===== src/rtl/muldiv_unit_pkg.sv =====
// Shared encodings for the RV32M multiply/divide execute unit.
package muldiv_unit_pkg;

  // funct3 encodings of the M extension
  localparam logic [2:0] F3_MUL    = 3'b000;
  localparam logic [2:0] F3_MULH   = 3'b001;
  localparam logic [2:0] F3_MULHSU = 3'b010;
  localparam logic [2:0] F3_MULHU  = 3'b011;
  localparam logic [2:0] F3_DIV    = 3'b100;
  localparam logic [2:0] F3_DIVU   = 3'b101;
  localparam logic [2:0] F3_REM    = 3'b110;
  localparam logic [2:0] F3_REMU   = 3'b111;

  // Quotient returned for a division by zero
  localparam logic [31:0] DIV_ZERO_Q = 32'hFFFF_FFFF;

  typedef enum logic [1:0] {
    ST_IDLE = 2'd0,
    ST_RUN  = 2'd1,
    ST_DONE = 2'd2
  } state_e;

endpackage


===== src/rtl/muldiv_sign_fix.sv =====
// Final sign correction and result selection for the shared mul/div accumulator.
module muldiv_sign_fix
  import muldiv_unit_pkg::*;
#(
  parameter int XLEN = 32
) (
  input  logic [2*XLEN-1:0] acc_i,
  input  logic [2:0]        funct3_i,
  input  logic              neg_i,
  output logic [XLEN-1:0]   result_o
);

  logic [2*XLEN-1:0] prod;
  logic [XLEN-1:0]   qr;
  logic [XLEN-1:0]   qr_fix;

  // Negate magnitude results where the latched sign says so, then pick the requested half
  always_comb begin
    prod   = neg_i ? -acc_i : acc_i;
    qr     = funct3_i[1] ? acc_i[2*XLEN-1:XLEN] : acc_i[XLEN-1:0];
    qr_fix = neg_i ? -qr : qr;
    if (funct3_i[2])
      result_o = qr_fix;
    else if (funct3_i == F3_MUL)
      result_o = prod[XLEN-1:0];
    else
      result_o = prod[2*XLEN-1:XLEN];
  end

endmodule


===== src/rtl/muldiv_unit.sv =====
// Iterative RV32M multiply/divide unit: one shift-add / shift-subtract step per cycle.
module muldiv_unit
  import muldiv_unit_pkg::*;
#(
  parameter int XLEN = 32,
  parameter int RA_W = 5
) (
  input  logic            clk,
  input  logic            rst,
  input  logic            start,
  input  logic [2:0]      funct3,
  input  logic [XLEN-1:0] op_a,
  input  logic [XLEN-1:0] op_b,
  input  logic [RA_W-1:0] rd_addr,
  output logic            busy,
  output logic            done,
  output logic [XLEN-1:0] result,
  output logic [RA_W-1:0] wb_addr,
  output logic            wb_en
);

  localparam int               CNT_W    = $clog2(XLEN);
  localparam logic [CNT_W-1:0] CNT_LAST = CNT_W'(XLEN - 1);

  state_e            state_q, state_d;
  logic [CNT_W-1:0]  cnt_q, cnt_d;
  logic [2*XLEN-1:0] acc_q, acc_d;
  logic [XLEN-1:0]   opnd_q, opnd_d;
  logic [XLEN-1:0]   result_q, result_d;
  logic [2:0]        f3_q, f3_d;
  logic              neg_q, neg_d;
  logic [RA_W-1:0]   wbaddr_q, wbaddr_d;

  logic              accept;
  logic              signed_a, signed_b, sa, sb;
  logic [XLEN-1:0]   abs_a, abs_b;
  logic              div_zero, ovf, special;
  logic [XLEN-1:0]   special_res;
  logic [XLEN:0]     mul_sum, div_shift, div_diff;
  logic              div_q;
  logic [2*XLEN-1:0] iter_next;
  logic [XLEN-1:0]   fixed_res;

  function automatic logic [XLEN-1:0] abs_val(input logic signed [XLEN-1:0] v, input logic neg);
    return neg ? -v : v;
  endfunction

  assign accept = (state_q == ST_IDLE) && start;

  // Operand decode at acceptance: signedness, magnitudes and the no-iteration cases
  always_comb begin
    signed_a = (funct3 == F3_MULH) || (funct3 == F3_MULHSU) ||
               (funct3 == F3_DIV)  || (funct3 == F3_REM);
    signed_b = (funct3 == F3_MULH) || (funct3 == F3_DIV) || (funct3 == F3_REM);
    sa       = signed_a && op_a[XLEN-1];
    sb       = signed_b && op_b[XLEN-1];
    abs_a    = abs_val(op_a, sa);
    abs_b    = abs_val(op_b, sb);
    div_zero = funct3[2] && (op_b == '0);
    ovf      = ((funct3 == F3_DIV) || (funct3 == F3_REM)) &&
               (op_a == {1'b1, {(XLEN-1){1'b0}}}) && (op_b == '1);
    special  = div_zero || ovf;
    if (div_zero)
      special_res = funct3[1] ? op_a : XLEN'(DIV_ZERO_Q);
    else
      special_res = funct3[1] ? '0 : op_a;
  end

  // One iteration: multiplier sits in acc low half, dividend shifts out of acc low half
  always_comb begin
    mul_sum   = {1'b0, acc_q[2*XLEN-1:XLEN]} + (acc_q[0] ? {1'b0, opnd_q} : '0);
    div_shift = {acc_q[2*XLEN-1:XLEN], acc_q[XLEN-1]};
    div_diff  = div_shift - {1'b0, opnd_q};
    div_q     = ~div_diff[XLEN];
    if (f3_q[2])
      iter_next = {(div_q ? div_diff[XLEN-1:0] : div_shift[XLEN-1:0]), acc_q[XLEN-2:0], div_q};
    else
      iter_next = {mul_sum, acc_q[XLEN-1:1]};
  end

  muldiv_sign_fix #(.XLEN(XLEN)) u_sign_fix (
    .acc_i    (iter_next),
    .funct3_i (f3_q),
    .neg_i    (neg_q),
    .result_o (fixed_res)
  );

  // FSM next state
  always_comb begin
    state_d = state_q;
    case (state_q)
      ST_IDLE: if (start) state_d = special ? ST_DONE : ST_RUN;
      ST_RUN:  if (cnt_q == CNT_LAST) state_d = ST_DONE;
      ST_DONE: state_d = ST_IDLE;
      default: state_d = ST_IDLE;
    endcase
  end

  // FSM outputs
  always_comb begin
    busy  = (state_q == ST_RUN);
    done  = (state_q == ST_DONE);
    wb_en = done && (wbaddr_q != '0);
  end

  // Datapath next state: latch at acceptance, iterate in RUN, capture result on the last step
  always_comb begin
    cnt_d    = cnt_q;
    acc_d    = acc_q;
    opnd_d   = opnd_q;
    result_d = result_q;
    f3_d     = f3_q;
    neg_d    = neg_q;
    wbaddr_d = wbaddr_q;
    if (accept) begin
      f3_d     = funct3;
      wbaddr_d = rd_addr;
      neg_d    = (funct3[2] && funct3[1]) ? sa : (sa ^ sb);
      cnt_d    = '0;
      if (funct3[2]) begin
        acc_d  = {{XLEN{1'b0}}, abs_a};
        opnd_d = abs_b;
      end else begin
        acc_d  = {{XLEN{1'b0}}, abs_b};
        opnd_d = abs_a;
      end
      if (special) result_d = special_res;
    end else if (state_q == ST_RUN) begin
      acc_d = iter_next;
      cnt_d = cnt_q + 1'b1;
      if (cnt_q == CNT_LAST) result_d = fixed_res;
    end
  end

  // FSM state register
  always_ff @(posedge clk) begin
    if (rst) state_q <= ST_IDLE;
    else     state_q <= state_d;
  end

  // Control and visible registers, cleared by reset
  always_ff @(posedge clk) begin
    if (rst) begin
      cnt_q    <= '0;
      result_q <= '0;
      wbaddr_q <= '0;
    end else begin
      cnt_q    <= cnt_d;
      result_q <= result_d;
      wbaddr_q <= wbaddr_d;
    end
  end

  // Datapath registers; contents are don't-care until the next acceptance
  always_ff @(posedge clk) begin
    acc_q  <= acc_d;
    opnd_q <= opnd_d;
    f3_q   <= f3_d;
    neg_q  <= neg_d;
  end

  assign result  = result_q;
  assign wb_addr = wbaddr_q;

endmodule


===== config.mk =====
export PLATFORM = sky130hd
export DESIGN_NAME = muldiv_unit
export DESIGN_NICKNAME = d
export VERILOG_FILES = /design/src/rtl/muldiv_unit_pkg.sv /design/src/rtl/muldiv_sign_fix.sv /design/src/rtl/muldiv_unit.sv
export SDC_FILE = /design/constraint.sdc
export NUM_CORES = 1
export LEC_CHECK = 0
export CAP_MARGIN = 30
export CORE_MARGIN = 2
export CORE_UTILIZATION = 45
export CTS_CLUSTER_SIZE = 8
export DETAILED_ROUTE_END_ITERATION = 10
export GPL_ROUTABILITY_DRIVEN = 1
export HOLD_SLACK_MARGIN = 0.08
export MAX_ROUTING_LAYER = met4
export PLACE_DENSITY_LB_ADDON = 0.1
export SYNTH_ARGS = -nofsm -noshare
export SYNTH_HDL_FRONTEND = slang
export SYNTH_SLANG_ARGS = --single-unit

===== constraint.sdc =====
create_clock -name clk -period 6.85 [get_ports clk]
set_input_delay 0.685 -clock clk [delete_from_list [all_inputs] [get_ports clk]]
set_output_delay 0.685 -clock clk [all_outputs]
set_load 0.02 [all_outputs]

Yosys cells after proc, flatten, opt, wreduce, memory -nomap -nowiden

Index checks and enable logic that the tools add are counted.

Add/subtract/negate cells: 7
Multipliers: 0
Div/mod/pow operators: 0
$lt $le $gt $ge: 0
Eq/ne operators: 12
Shift-type cells: 0
Muxes and demuxes: 26
Bitwise logic cells: 2
Reductions and logical operators: 24

Operator list:

| cell                                                            | number |
|---|---|
| 32-bit two-way mux                                              | 17 |
| 64-bit two-way mux                                              | 4 |
| 32-bit negation                                                 | 3 |
| 32-bit == test, second input constant                           | 2 |
| 64-bit negation                                                 | 1 |
| 32-bit by 32-bit adder with 33-bit output                       | 1 |
| 33-bit by 32-bit subtractor with 33-bit output                  | 1 |
| 32-bit zero test                                                | 1 |
| 1-bit logical AND                                               | 8 |
| 1-bit logical OR                                                | 7 |
| 3-bit == test, second input constant                            | 2 |
| 2-bit two-way mux                                               | 3 |
| 5-bit by 1-bit adder with 5-bit output, second input constant   | 1 |
| 5-bit == test, second input constant                            | 1 |
| 5-bit nonzero test                                              | 1 |
| 2-bit by 1-bit != test with 1-bit output, second input constant | 2 |
| 2-bit one-hot mux with 2 select lines                           | 1 |
| 2-bit nonzero test                                              | 2 |
| 3-bit by 1-bit == test with 1-bit output, second input constant | 1 |
| 3-bit by 2-bit == test with 1-bit output, second input constant | 1 |
| 3-bit zero test                                                 | 1 |
| 3-bit AND reduction                                             | 1 |
| 2-bit by 1-bit == test with 1-bit output, second input constant | 1 |
| 2-bit == test, second input constant                            | 1 |
| other kinds (7)                                                 | 7 |

Flip-flop bits (word level): 144
Latch bits: 0
Bits in writable memories: 0
ROM bits: 0
Bits of input ports: 75
Output and inout bits: 40
Word-level logic and storage cells: 79
Memories: 0

Logic depth before layout (Yosys ltp)

Depth in word-level cells: 10
Depth in mapped cells: 28
Mapped depth without buffers: 25

Modules after synthesis

From an unflattened synthesis, not the netlist that was laid out.

Cells, all modules: 2081
Area, all modules: 16960.0 µm²

By module, submodules not included:

| module          | instances | cells each | area each (µm²) | seq. area each (µm²) |
|---|---|---|---|---|
| muldiv_unit     | 1         | 1505       | 13285.2         | 3883.7 |
| muldiv_sign_fix | 1         | 576        | 3674.8          | 0.0 |

Worst setup path before layout

No wires, ideal clock.

Path type: reg-to-reg
From: reg acc_q[31]
To: reg result_q[28], in the netlist result[28]
Library setup time: 91 ps
Arrival: 5793 ps
Data required time: 6759 ps
Path slack: 966 ps
Stages on the path, launching flop included: 28
Buffers on the path: 3
Period minus slack after synthesis: 5884 ps
Cells stage by stage: edfxtp_1 inv_1 ha_1 inv_1 fa_1 a211o_1 a211o_1 nand2_1 a211oi_2 buf_2 nor3_4 nor2_1 clkbuf_1 buf_2 a21oi_1 ha_1 inv_1 a2111oi_0 nand2_1 nor3_1 nand2_1 nor4_1 and3_1 nand4b_1 or4_4 a31oi_1 a21oi_1 a311oi_1

Word-level cells in the longest chain between the ends: 10
Elaborated cells between the ends (all ways): 14
Those cells by class: add/sub: 3; mux: 10; bitwise: 1

Ends and longest elaborated chain:

| element                                                      | RTL line                                     | RTL |
|---|---|---|
| start, declared                                              | muldiv_unit.sv:27                            | `logic [2*XLEN-1:0] acc_q, acc_d;` |
| start signal, assigned                                       | muldiv_unit.sv:156                           | `acc_q <= acc_d;` |
| 33-bit by 32-bit subtractor with 33-bit output               | muldiv_unit.sv:73                            | `div_diff = div_shift - {1'b0, opnd_q};` |
| 32-bit two-way mux / 1-bit NOT (equally long branches)       | muldiv_unit.sv:76, muldiv_unit.sv:74         |  |
| 64-bit two-way mux (*)                                       | muldiv_unit.sv:75                            | `if (f3_q[2])` |
| 64-bit negation / 32-bit two-way mux (equally long branches) | muldiv_sign_fix.sv:19, muldiv_sign_fix.sv:20 |  |
| 64-bit two-way mux / 32-bit negation (equally long branches) | muldiv_sign_fix.sv:19, muldiv_sign_fix.sv:21 |  |
| 32-bit two-way mux (on tied branches)                        | muldiv_sign_fix.sv:24, muldiv_sign_fix.sv:21 |  |
| 32-bit two-way mux (*)                                       | muldiv_sign_fix.sv:22                        | `if (funct3_i[2])` |
| 32-bit two-way mux (*)                                       | muldiv_unit.sv:131                           | `if (cnt_q == CNT_LAST) result_d = fixed_res;` |
| 32-bit two-way mux (*)                                       | muldiv_unit.sv:128                           | `end else if (state_q == ST_RUN) begin` |
| 32-bit two-way mux (*)                                       | muldiv_unit.sv:115                           | `if (accept) begin` |
| end signal, assigned                                         | muldiv_unit.sv:149                           | `result_q <= result_d;` |
| end, declared                                                | muldiv_unit.sv:29                            | `logic [XLEN-1:0] result_q, result_d;` |

Mark *: on every way between the ends. The rest lies on a longest branch, timed or not. The select of a mux whose other input is x is not followed.
A chain may end at the register's enable or synchronous reset.

Worst setup path after layout

From: reg acc_q[31]
To: reg result_q[22], in the netlist result[22]

The elaborated chain is that of the path after synthesis.

==> reports/qor.csv <==
metric;value;unit
area_growth;12.8;%
worst_slew_pin_slew;1.14;ns
min_from;result[5];
top_layer_used;met4;
synth_top_family_by_area;compound AO/OA/AOI/OAI gates;
viasPerCell;6.52;
maxClockFrequency;0.159;GHz
hold_class;register to register;
rsz0062_at_grt;no;
avgSynthCellArea;7.53;µm²
period_minus_slack;6.28;ns
dr_total_vias;18800;
layout-drive-gt1-share;6.08;%
fp.dieH;201;µm
wl_met1;32.6;mm
cts_hold_buf;0;
hold_viol;0;
root_buffer;clkbuf_16;
startpoint_type;register;
routedWlPerCell;25.5;µm
first_pass_iters;6;
ys_seq_area_share;22.2;%
setup_viol;0;
yosys_register_bits;144;
maxCapViolations;0;
gr-total-overflow;0;
grt_start_max_net_pins;120;
coreArea;38600;µm²
synth_top_cell_by_area;edfxtp_1;
die-area;40500;µm²
synth_fp_nets;2474;
synth-compound-area-share;26.8;%
dpl_cell_area;19100;µm²
wl_met3;6.83;mm
grtUsageTotal;36.6;%
placementRows;72;
dp_hpwl;57.4;mm
synth_top_area_share;17.1;%
fillers;3925;
cts_resized;0;
status;completed;
skew;0.0141;ns
ios;115;
dieWidth;201;µm
synthMuxAreaShare;7.86;%
p_per_area;340;nW/µm²
p_leak;7.41;nW
path_clk_slew;0.07;ns
start_util;45.4;%
met2_wirelength;31.4;mm
post_synth_num_cell_types;94;
drt_iter0_drc;2274;
worstSetupStartpoint;acc_q[31];
cp-end-kind;register;
yosys.area_share.xor_xnor;8.35;%
ys.flop_type;edfxtp_1;
crit_path_max_fanout;11;
fin_area;19800;µm²
dp_cells;2855;
yosys.area_share.simple;23.6;%
critPathRequiredTime;7.16;ns
synthCells;2326;
synth-adder-area-share;6.21;%
cts.sinks;144;
ant_nets;0;
path_class;register to register;
fin_crit_sh;91.6;%
synthMostInstantiatedCell;a21oi_1;
synth_area;17500;µm²
drt_wl_total;73.6;mm
slew_headroom;24.0;%
numPortBuffers;114;
r2r-start;acc_q[31];
antenna_found_initial;0;
arrival;6.58;ns
ir_drop;0.000181;V
synth_area_leaders;edfxtp_1, mux2i_1, a21oi_1;
gp_congestion;0.978;
cts_tree;built;
synth_warnings;0;
drcViolationCount;0;
grt_pass1_wl;110;mm
synth_commonest_cells;a21oi_1, nor2_1, nand2_1;
fin_nets;2505;
cts_made_buffers;17;
clk_latency;0.47;ns
layout.cells.non_filler;2889;
post_cts_buffers;0;
worst_hold_slack;0.457;ns
cts_buffer_depth;2;
synth-edff-count;100;
synth_async_sr_flop_share;0;%
htree_levels;4;
grt_pass1_vias;17500;
finalSetupTns;0;ns
report.final.slew_viol_count;0;
-- final cells by class --
cell class                      instances  area, µm²  area share, %
Multi-Input combinational cell       1957      12800           64.7
Sequential cell                       144       3880           19.7
Timing Repair Buffer                  163       1570           7.96
Tap cell                              518        648           3.28
Clock buffer                           20        458           2.32
Inverter                               74        279           1.41
Clock inverter                         12        131          0.665
Antenna cell                            1       2.50         0.0127
-- registers in the layout (all words and copies together) (netlist names) --
register	count
acc_q	64
cnt_q	5
f3_q	3
neg_q	1
opnd_q	32
result	32
state_q	2
wb_addr	5
-- through the flow --
stage | total power, mW | setup slack [ns] | util (%)
2_1_floorplan | 4.18 | 0.966 | -
3_3_place_gp | 5.54 | 0.926 | 49.5
3_5_place_dp | 5.56 | 0.858 | 49.6
4_1_cts | 6.57 | 0.758 | 51.2
5_1_grt | 7.08 | 0.294 | 51.2
6_report | 6.71 | 0.575 | 51.2
-- critical path, cell delays in order, from the launching register on --
cell and delay [ns]:
edfxtp_1 0.46, inv_1 0.24, ha_1 0.21, inv_1 0.06, fa_1 0.42, a211o_1 0.31, a211o_1 0.39, nand2_1 0.13
a211oi_2 0.11, buf_4 0.20, a2bb2oi_1 0.14, a2111oi_0 0.67, buf_4 0.26, nor2_1 0.04, a21oi_1 0.14, ha_1 0.20
nor4b_1 0.43, and3_1 0.41, or3b_1 0.40, o21ai_0 0.42, xor2_1 0.14, a211oi_1 0.25, nor3_1 0.08
-- path summary, 6_finish.rpt --
check,to,slack [ns],depth (start not counted)
hold / removal,result[5],0.46,2
setup reg to reg,result[22],0.57,22
setup / recovery,result[22],0.57,22
hold reg to reg,result[5],0.46,2
-- placed cells by master, fill, tap and decap left out, types with 9 or more instances in the layout --
cell	count
mux2_2	12
a21oi_1	234
a211o_1	9
clkdlybuf4s50_1	113
edfxtp_1	100
xor2_1	65
xnor2_1	102
nand3_1	57
and3_1	29
mux2i_1	124
nor3b_1	9
o21a_1	18
o31ai_1	35
a221oi_1	11
or3_1	27
buf_4	46
o211ai_1	39
nor3_1	66
o2111ai_1	10
nor2_1	226
a21o_1	30
and2_1	64
o21ai_0	143
nand4_1	41
clkbuf_16	18
a31oi_1	35
nor4_1	16
maj3_1	16
nor2b_1	14
ha_1	71
or2_2	12
nand2b_1	18
dfxtp_1	44
a211oi_1	33
nand2_1	211
inv_1	70
-- logic make-up after synthesis --
| logic type | count (synthesis) |
|---|---|
| xor+xnor | 167 |
| flops | 144 |
| compound gates | 723 |
| fa+ha+maj | 89 |
| mux | 136 |
| simple gates | 842 |
| buf+inv | 225 |
-- power by group --
group	internal (mW)	switching [mW]	leakage [nW]
clock network	0.558	0.433	0.278
registers	1.12	0.206	1.35
logic	1.53	2.87	5.79
total	3.20	3.51	7.41
-- layer usage --
metal  track usage, %  vias up
met5                -        -
met4             13.6        0
met3             6.27      157
met2             53.6      988
met1             50.4     8966
li1                 -     8717
No activity file was read; power rests on OpenSTA's default activity.
